<file path="config.mk">
export PLATFORM = sky130hd
export DESIGN_NAME = page_walker
export DESIGN_NICKNAME = d
export VERILOG_FILES = /design/src/rtl/page_walker_pkg.sv /design/src/rtl/page_walker_l1_cache.sv /design/src/rtl/page_walker.sv
export SDC_FILE = /design/constraint.sdc
export NUM_CORES = 1
export LEC_CHECK = 0
export ABC_AREA = 1
export BUFFER_PORTS_ARGS = -buffer_cell sky130_fd_sc_hd__clkbuf_2
export CAP_MARGIN = 20
export CORE_MARGIN = 2
export CORE_UTILIZATION = 35
export CTS_CLUSTER_SIZE = 20
export DETAILED_ROUTE_END_ITERATION = 8
export PLACE_DENSITY_LB_ADDON = 0.05
export SKIP_LAST_GASP = 1
export SLEW_MARGIN = 40
export SYNTH_ARGS = -nofsm -noshare
export SYNTH_HDL_FRONTEND = slang
export SYNTH_HIERARCHICAL = 1
export SYNTH_SLANG_ARGS = --single-unit
export TNS_END_PERCENT = 20
</file>
<file path="constraint.sdc">
create_clock -name clock -period 1.2 [get_ports clock]
set_input_delay 0.06 -clock clock [delete_from_list [all_inputs] [get_ports clock]]
set_output_delay 0.06 -clock clock [all_outputs]
set_load 0.02 [all_outputs]
</file>
<file path="src/rtl/page_walker_pkg.sv">
`default_nettype none
// ============================================================================
// Module   : page_walker_pkg
// Brief    : Shared types and constants for the two-level page-table walker:
//            FSM state encoding, descriptor bit positions, fault codes and
//            the memory-controller access-size constant.
// Revision : 1.0 - initial release
// ============================================================================
package page_walker_pkg;

    // Walker FSM states
    typedef enum logic [2:0] {
        ST_IDLE    = 3'd0,
        ST_L1_REQ  = 3'd1,
        ST_L1_WAIT = 3'd2,
        ST_L2_REQ  = 3'd3,
        ST_L2_WAIT = 3'd4,
        ST_DONE    = 3'd5
    } state_t;

    // Descriptor bit positions
    localparam int DESC_VALID   = 0;
    localparam int DESC_WRITE   = 1;
    localparam int DESC_USER    = 2;
    localparam int DESC_PPN_LSB = 8;
    localparam int DESC_PPN_MSB = 13;

    // Fault codes reported on out_resp_fault
    localparam logic [1:0] FAULT_NONE = 2'd0;
    localparam logic [1:0] FAULT_L1   = 2'd1;
    localparam logic [1:0] FAULT_L2   = 2'd2;
    localparam logic [1:0] FAULT_PERM = 2'd3;

    // Access size driven with every descriptor fetch
    localparam logic [1:0] WORD = 2'b10;

    // Word-aligned byte address of entry `idx` in the 256 B table at `base`
    function automatic logic [13:0] table_entry_addr(input logic [5:0] base,
                                                     input logic [5:0] idx);
        return {base, idx, 2'b00};
    endfunction

endpackage
`default_nettype wire

</file>
<file path="src/rtl/page_walker_l1_cache.sv">
`default_nettype none
// ============================================================================
// Module   : page_walker_l1_cache
// Brief    : Single-entry cache of the last valid L1 descriptor, tagged by
//            the table base and L1 index. Only used when the top is built
//            with PAGE_WALKER_L1_CACHE_EN. A flush beats a same-cycle fill.
// Revision : 1.0 - initial release
// ============================================================================
module page_walker_l1_cache (
    input  logic       clock,
    input  logic       reset_n,
    input  logic       flush,
    input  logic       fill,
    input  logic [5:0] fill_base,
    input  logic [5:0] fill_idx,
    input  logic [5:0] fill_ppn,
    input  logic [5:0] look_base,
    input  logic [5:0] look_idx,
    output logic       hit,
    output logic [5:0] hit_ppn
);

    logic       entry_valid;
    logic [5:0] tag_base;
    logic [5:0] tag_idx;
    logic [5:0] entry_ppn;

    // Entry update: flush invalidates, otherwise a valid L1 capture refills
    always_ff @(posedge clock or negedge reset_n) begin
        if (!reset_n) begin
            entry_valid <= 1'b0;
            tag_base    <= '0;
            tag_idx     <= '0;
            entry_ppn   <= '0;
        end else if (flush) begin
            entry_valid <= 1'b0;
        end else if (fill) begin
            entry_valid <= 1'b1;
            tag_base    <= fill_base;
            tag_idx     <= fill_idx;
            entry_ppn   <= fill_ppn;
        end
    end

    assign hit     = entry_valid && (tag_base == look_base) && (tag_idx == look_idx);
    assign hit_ppn = entry_ppn;

endmodule
`default_nettype wire

</file>
<file path="src/rtl/page_walker.sv">
`default_nettype none
// ============================================================================
// Module   : page_walker
// Brief    : MMU page-table walker. Walks a two-level table through the
//            memory controller read port and returns a 14-bit physical
//            address or a fault code. One walk in flight at a time.
//            Optional single-entry L1 descriptor cache: PAGE_WALKER_L1_CACHE_EN
// Revision : 1.0 - initial release
// ============================================================================
module page_walker
    import page_walker_pkg::*;
#(
    parameter int MEM_LAT = 2
) (
    input  logic        clock,
    input  logic        reset_n,
    input  logic        in_walk_valid,
    output logic        out_walk_ready,
    input  logic [19:0] in_walk_vaddr,
    input  logic        in_walk_write,
    input  logic [13:0] in_ttbr,
    input  logic        in_flush,
    output logic        out_dram_ren,
    output logic [13:0] out_dram_addr,
    output logic [1:0]  out_dram_size,
    input  logic [31:0] in_mcu_data,
    output logic        out_resp_valid,
    output logic [13:0] out_resp_paddr,
    output logic [1:0]  out_resp_fault,
    output logic [1:0]  out_resp_flags
);

    localparam int               CNT_W    = $clog2(MEM_LAT + 1);
    localparam logic [CNT_W-1:0] CNT_LOAD = CNT_W'(MEM_LAT);
    localparam logic [CNT_W-1:0] CNT_ONE  = CNT_W'(1);

    state_t           state;
    logic [CNT_W-1:0] wait_cnt;
    logic [19:0]      vaddr_q;
    logic             write_q;
    logic [5:0]       ttbr_q;

    logic             data_now;
    logic [5:0]       data_ppn;
    logic             cache_hit;
    logic [5:0]       cache_ppn;
    logic             cache_fill;

    // Descriptor is on in_mcu_data in the last wait cycle
    assign data_now   = (wait_cnt == CNT_ONE);
    assign data_ppn   = in_mcu_data[DESC_PPN_MSB:DESC_PPN_LSB];
    assign cache_fill = (state == ST_L1_WAIT) && data_now && in_mcu_data[DESC_VALID];

`ifdef PAGE_WALKER_L1_CACHE_EN
    // Lookup uses the live request so a hit can skip the L1 fetch at accept
    page_walker_l1_cache u_l1_cache (
        .clock     (clock),
        .reset_n   (reset_n),
        .flush     (in_flush),
        .fill      (cache_fill),
        .fill_base (ttbr_q),
        .fill_idx  (vaddr_q[19:14]),
        .fill_ppn  (data_ppn),
        .look_base (in_ttbr[13:8]),
        .look_idx  (in_walk_vaddr[19:14]),
        .hit       (cache_hit),
        .hit_ppn   (cache_ppn)
    );

    logic unused_bits;
    assign unused_bits = &{1'b0, in_ttbr[7:0], in_mcu_data[31:14], in_mcu_data[7:3]};
`else
    // No cache: every walk fetches L1 and flush is a no-op
    assign cache_hit = 1'b0;
    assign cache_ppn = '0;

    logic unused_bits;
    assign unused_bits = &{1'b0, in_ttbr[7:0], in_mcu_data[31:14], in_mcu_data[7:3],
                           in_flush, cache_fill, ttbr_q, vaddr_q[19:14]};
`endif

    // Walk FSM with all outputs registered; pulses default low every cycle
    always_ff @(posedge clock or negedge reset_n) begin
        if (!reset_n) begin
            state          <= ST_IDLE;
            wait_cnt       <= '0;
            vaddr_q        <= '0;
            write_q        <= 1'b0;
            ttbr_q         <= '0;
            out_walk_ready <= 1'b1;
            out_dram_ren   <= 1'b0;
            out_dram_addr  <= '0;
            out_dram_size  <= '0;
            out_resp_valid <= 1'b0;
            out_resp_paddr <= '0;
            out_resp_fault <= FAULT_NONE;
            out_resp_flags <= '0;
        end else begin
            out_dram_ren   <= 1'b0;
            out_dram_addr  <= '0;
            out_dram_size  <= '0;
            out_resp_valid <= 1'b0;
            out_resp_paddr <= '0;
            out_resp_fault <= FAULT_NONE;
            out_resp_flags <= '0;

            case (state)
                ST_IDLE: begin
                    if (in_walk_valid) begin
                        vaddr_q        <= in_walk_vaddr;
                        write_q        <= in_walk_write;
                        ttbr_q         <= in_ttbr[13:8];
                        out_walk_ready <= 1'b0;
                        out_dram_ren   <= 1'b1;
                        out_dram_size  <= WORD;
                        if (cache_hit) begin
                            out_dram_addr <= table_entry_addr(cache_ppn, in_walk_vaddr[13:8]);
                            state         <= ST_L2_REQ;
                        end else begin
                            out_dram_addr <= table_entry_addr(in_ttbr[13:8], in_walk_vaddr[19:14]);
                            state         <= ST_L1_REQ;
                        end
                    end
                end

                ST_L1_REQ: begin
                    wait_cnt <= CNT_LOAD;
                    state    <= ST_L1_WAIT;
                end

                ST_L1_WAIT: begin
                    if (data_now) begin
                        if (in_mcu_data[DESC_VALID]) begin
                            out_dram_ren  <= 1'b1;
                            out_dram_size <= WORD;
                            out_dram_addr <= table_entry_addr(data_ppn, vaddr_q[13:8]);
                            state         <= ST_L2_REQ;
                        end else begin
                            out_resp_valid <= 1'b1;
                            out_resp_fault <= FAULT_L1;
                            state          <= ST_DONE;
                        end
                    end else begin
                        wait_cnt <= wait_cnt - CNT_ONE;
                    end
                end

                ST_L2_REQ: begin
                    wait_cnt <= CNT_LOAD;
                    state    <= ST_L2_WAIT;
                end

                ST_L2_WAIT: begin
                    if (data_now) begin
                        out_resp_valid <= 1'b1;
                        out_resp_flags <= {in_mcu_data[DESC_USER], in_mcu_data[DESC_WRITE]};
                        if (!in_mcu_data[DESC_VALID]) begin
                            out_resp_fault <= FAULT_L2;
                        end else if (write_q && !in_mcu_data[DESC_WRITE]) begin
                            out_resp_fault <= FAULT_PERM;
                        end else begin
                            out_resp_fault <= FAULT_NONE;
                            out_resp_paddr <= {data_ppn, vaddr_q[7:0]};
                        end
                        state <= ST_DONE;
                    end else begin
                        wait_cnt <= wait_cnt - CNT_ONE;
                    end
                end

                ST_DONE: begin
                    out_walk_ready <= 1'b1;
                    state          <= ST_IDLE;
                end

                default: begin
                    out_walk_ready <= 1'b1;
                    state          <= ST_IDLE;
                end
            endcase
        end
    end

endmodule
`default_nettype wire

</file>
==> results_dict.tcl <==
set metrics [dict create \
    status "finished, final reports clean" \
    swShare 0.3668 \
    pwr-share-clk 0.186 \
    insertion_delay_ps 300 \
    synth_seq_area_share 0.6238 \
    cp_max_fo 8 \
    grt_setup_unrepaired "true" \
    hold_viol_final 0 \
    syn_inst 233 \
    synthTopCellsByArea "dfrtp_1 (61%), nand2_1 (17%), nand3_1 (3.5%)" \
    synth_flop_cell "dfrtp_1" \
    tns_ps 0 \
    clockBufferDepth 2 \
    yosysMostFrequentCell "nand2_1" \
    clk_pin_slew_ps 100 \
    htree_levels 2 \
    placementRows 28 \
    dieArea_um2 6721 \
    first_global_vias 1802 \
    yosysTopAreaCell "dfrtp_1" \
    intPower_mw 3.615 \
    min_path_type "primary input to flop" \
    synth-edff-count 0 \
    max_freq_mhz 842.6 \
    port_buffers 72 \
    drv_slew 0 \
    synth-seq-cells 53 \
    drive_gt1_frac 0.3120 \
    grt_first_pass_wirelength_um 7983 \
    p_seq_frac 0.433 \
    period_needed_ps 1187 \
    critPathKind "flop to flop" \
    wire_per_inst_um 11.24 \
    power.total_mw 5.710 \
    die-width_um 81.98 \
    arrival_ps 1410 \
    vdd_drop_max_mv 0.8406 \
    area_growth_pct 48.44 \
    worstPathRequired_ps 1420 \
    diodes 0 \
    setup_violations 0 \
    start_util 0.3616 \
    holdPathEnd "out_resp_fault[0]" \
    ios 108 \
    synthTopCellsByCount "nand2_1 (99), dfrtp_1 (52), nor2_1 (19), nand3_1 (15), inv_1 (14)" \
    startpoint_type "flop" \
    root_buffer "clkbuf_8" \
    track_usage 0.1558 \
    r2r-end "out_dram_addr[10]" \
    r2r-start "state[1]" \
    ys_types 23 \
    reg2reg_slack_ps 10 \
    final_nets 430 \
    vias 1882 \
    synth.cell_area_um2 2128 \
    min-delay-start "in_mcu_data[1]" \
    powerDensity_nw_per_um2 1807 \
    avgSynthCellArea_um2 9.134 \
    synth_top_area_share 0.6114 \
    grt_overflow 0 \
    combPwrFrac 0.381 \
    synthArstFlopShare 1.000 \
    routed_wl_um 4876 \
    finalClockSkew_ps 4.419 \
    drc_errors 0 \
    p_switching_mw 2.095 \
    dp_hpwl_um 3318 \
    ant_nets 0 \
    grt_antenna_before_repair 0 \
    cts_tree "yes" \
    grt_max_degree 42 \
    drtIter0Drc 54 \
    cts_buffers 5 \
    clock_sinks 53 \
    hold_depth 4 \
    cap_violations 0 \
    die_y_um 81.98 \
    post-route-period-util 0.9890 \
    dr.pass1.iters 4 \
    rr_worst_depth 6 \
    ys_warn_count 6 \
    worstSetupEndpointType "flop" \
    viasPerCell 4.336 \
    p_leak_nw 1.771 \
    coreArea_um2 5886 \
    globalplace.congestion 0.7254 \
]
[power by group through the flow]
stage,combinational (mW),sequential (mW),clock [mW]
global route,2.47,2.52,1.17
CTS,2.16,2.47,1.10
finish,2.18,2.47,1.06
floorplan,1.16,2.63,0
global placement,2.01,2.49,0
detailed placement,2.04,2.50,0
[registers in the layout (all words and copies together), names as in the netlist]
register        cells
out_dram_addr      12
out_dram_size       1
out_resp_fault      2
out_resp_flags      2
out_resp_paddr     14
out_resp_valid      1
out_walk_ready      1
state               3
vaddr_q            14
wait_cnt            2
write_q             1
[logic make-up (layout without fill, tap and decap cells)]
kind of cell	after synthesis	after routing	share of synthesized area
other cells	1	3	0.001762
buf+inv	26	150	0.06584
flops	53	53	0.6238
simple gates	143	143	0.2804
fa+ha+maj	1	1	0.005878
compound gates	9	9	0.02234
[cell type report]
| cell class | instances | area (um^2) |
|---|---|---|
| clock buffers | 6 | 82.58 |
| clock inverters | 2 | 13.76 |
| fillers | 589 | 2726 |
| inverters | 17 | 66.31 |
| multi-input cells | 156 | 690.7 |
| flip-flops and latches | 53 | 1328 |
| well taps | 75 | 93.84 |
| repair buffers | 125 | 884.6 |
[stage by stage]
step | cells | area [um^2] | hold WS, ps | setup WS, ps | utilization
2_1_floorplan | 235 | 2136 | -235.6 | -21.05 | -
3_3_place_gp | 390 | 2669 | -5.560 | -30.51 | 0.4534
3_5_place_dp | 390 | 2669 | -8.888 | -52.62 | 0.4534
4_1_cts | 434 | 3138 | 70.50 | -18.76 | 0.5332
5_1_grt | 434 | 3159 | 86.56 | -96.69 | 0.5368
6_report | 434 | 3159 | 69.05 | 13.18 | 0.5368
[critical path, cell delays in order, from the launching register on]
cell and delay [ps]:
dfrtp_1 430, nor2_4 150, nand2_2 100, nor2_8 150, buf_6 150, nand2_1 50
o21ai_0 70
[what timing repair did]
action	CTS	global route
pin swaps	0	1
hold endpoints to repair	47	0
resized for setup	3	7
setup buffers	0	0
hold buffers	36	0
setup endpoints to repair	36	50
[metal layers]
layer / vias up / track usage / wire length (um)
met5: - / 0 / 0
met2: 51 / 0.2593 / 2354
met3: 6 / 0.03516 / 250
met4: 0 / 0.05000 / 51
met1: 877 / 0.2011 / 2219
li1: 948 / - / -
[worst max-delay path by stage]
stage	from	end	slack (ps)	cells past startpoint
floorplan	state[1]	write_q	-20	7
global placement	wait_cnt[1]	out_dram_addr[10]	-30	7
detailed placement	wait_cnt[1]	out_dram_addr[10]	-50	7
CTS	state[0]	out_dram_addr[10]	-20	6
global route	state[1]	out_resp_paddr[10]	-100	6
finish	state[1]	out_dram_addr[10]	10	6
[cell usage in the layout (no fill, tap or decap), types with 4 or more instances in the layout]
cell,instances
o21ai_0,6
clkbuf_8,6
buf_4,12
nand2_2,4
inv_1,12
clkbuf_2,72
nand2_1,98
dlygate4sd3_1,36
nor2_1,18
nand3_1,15
dfrtp_1,52
Note: power is estimated with default switching activity, not from simulation.
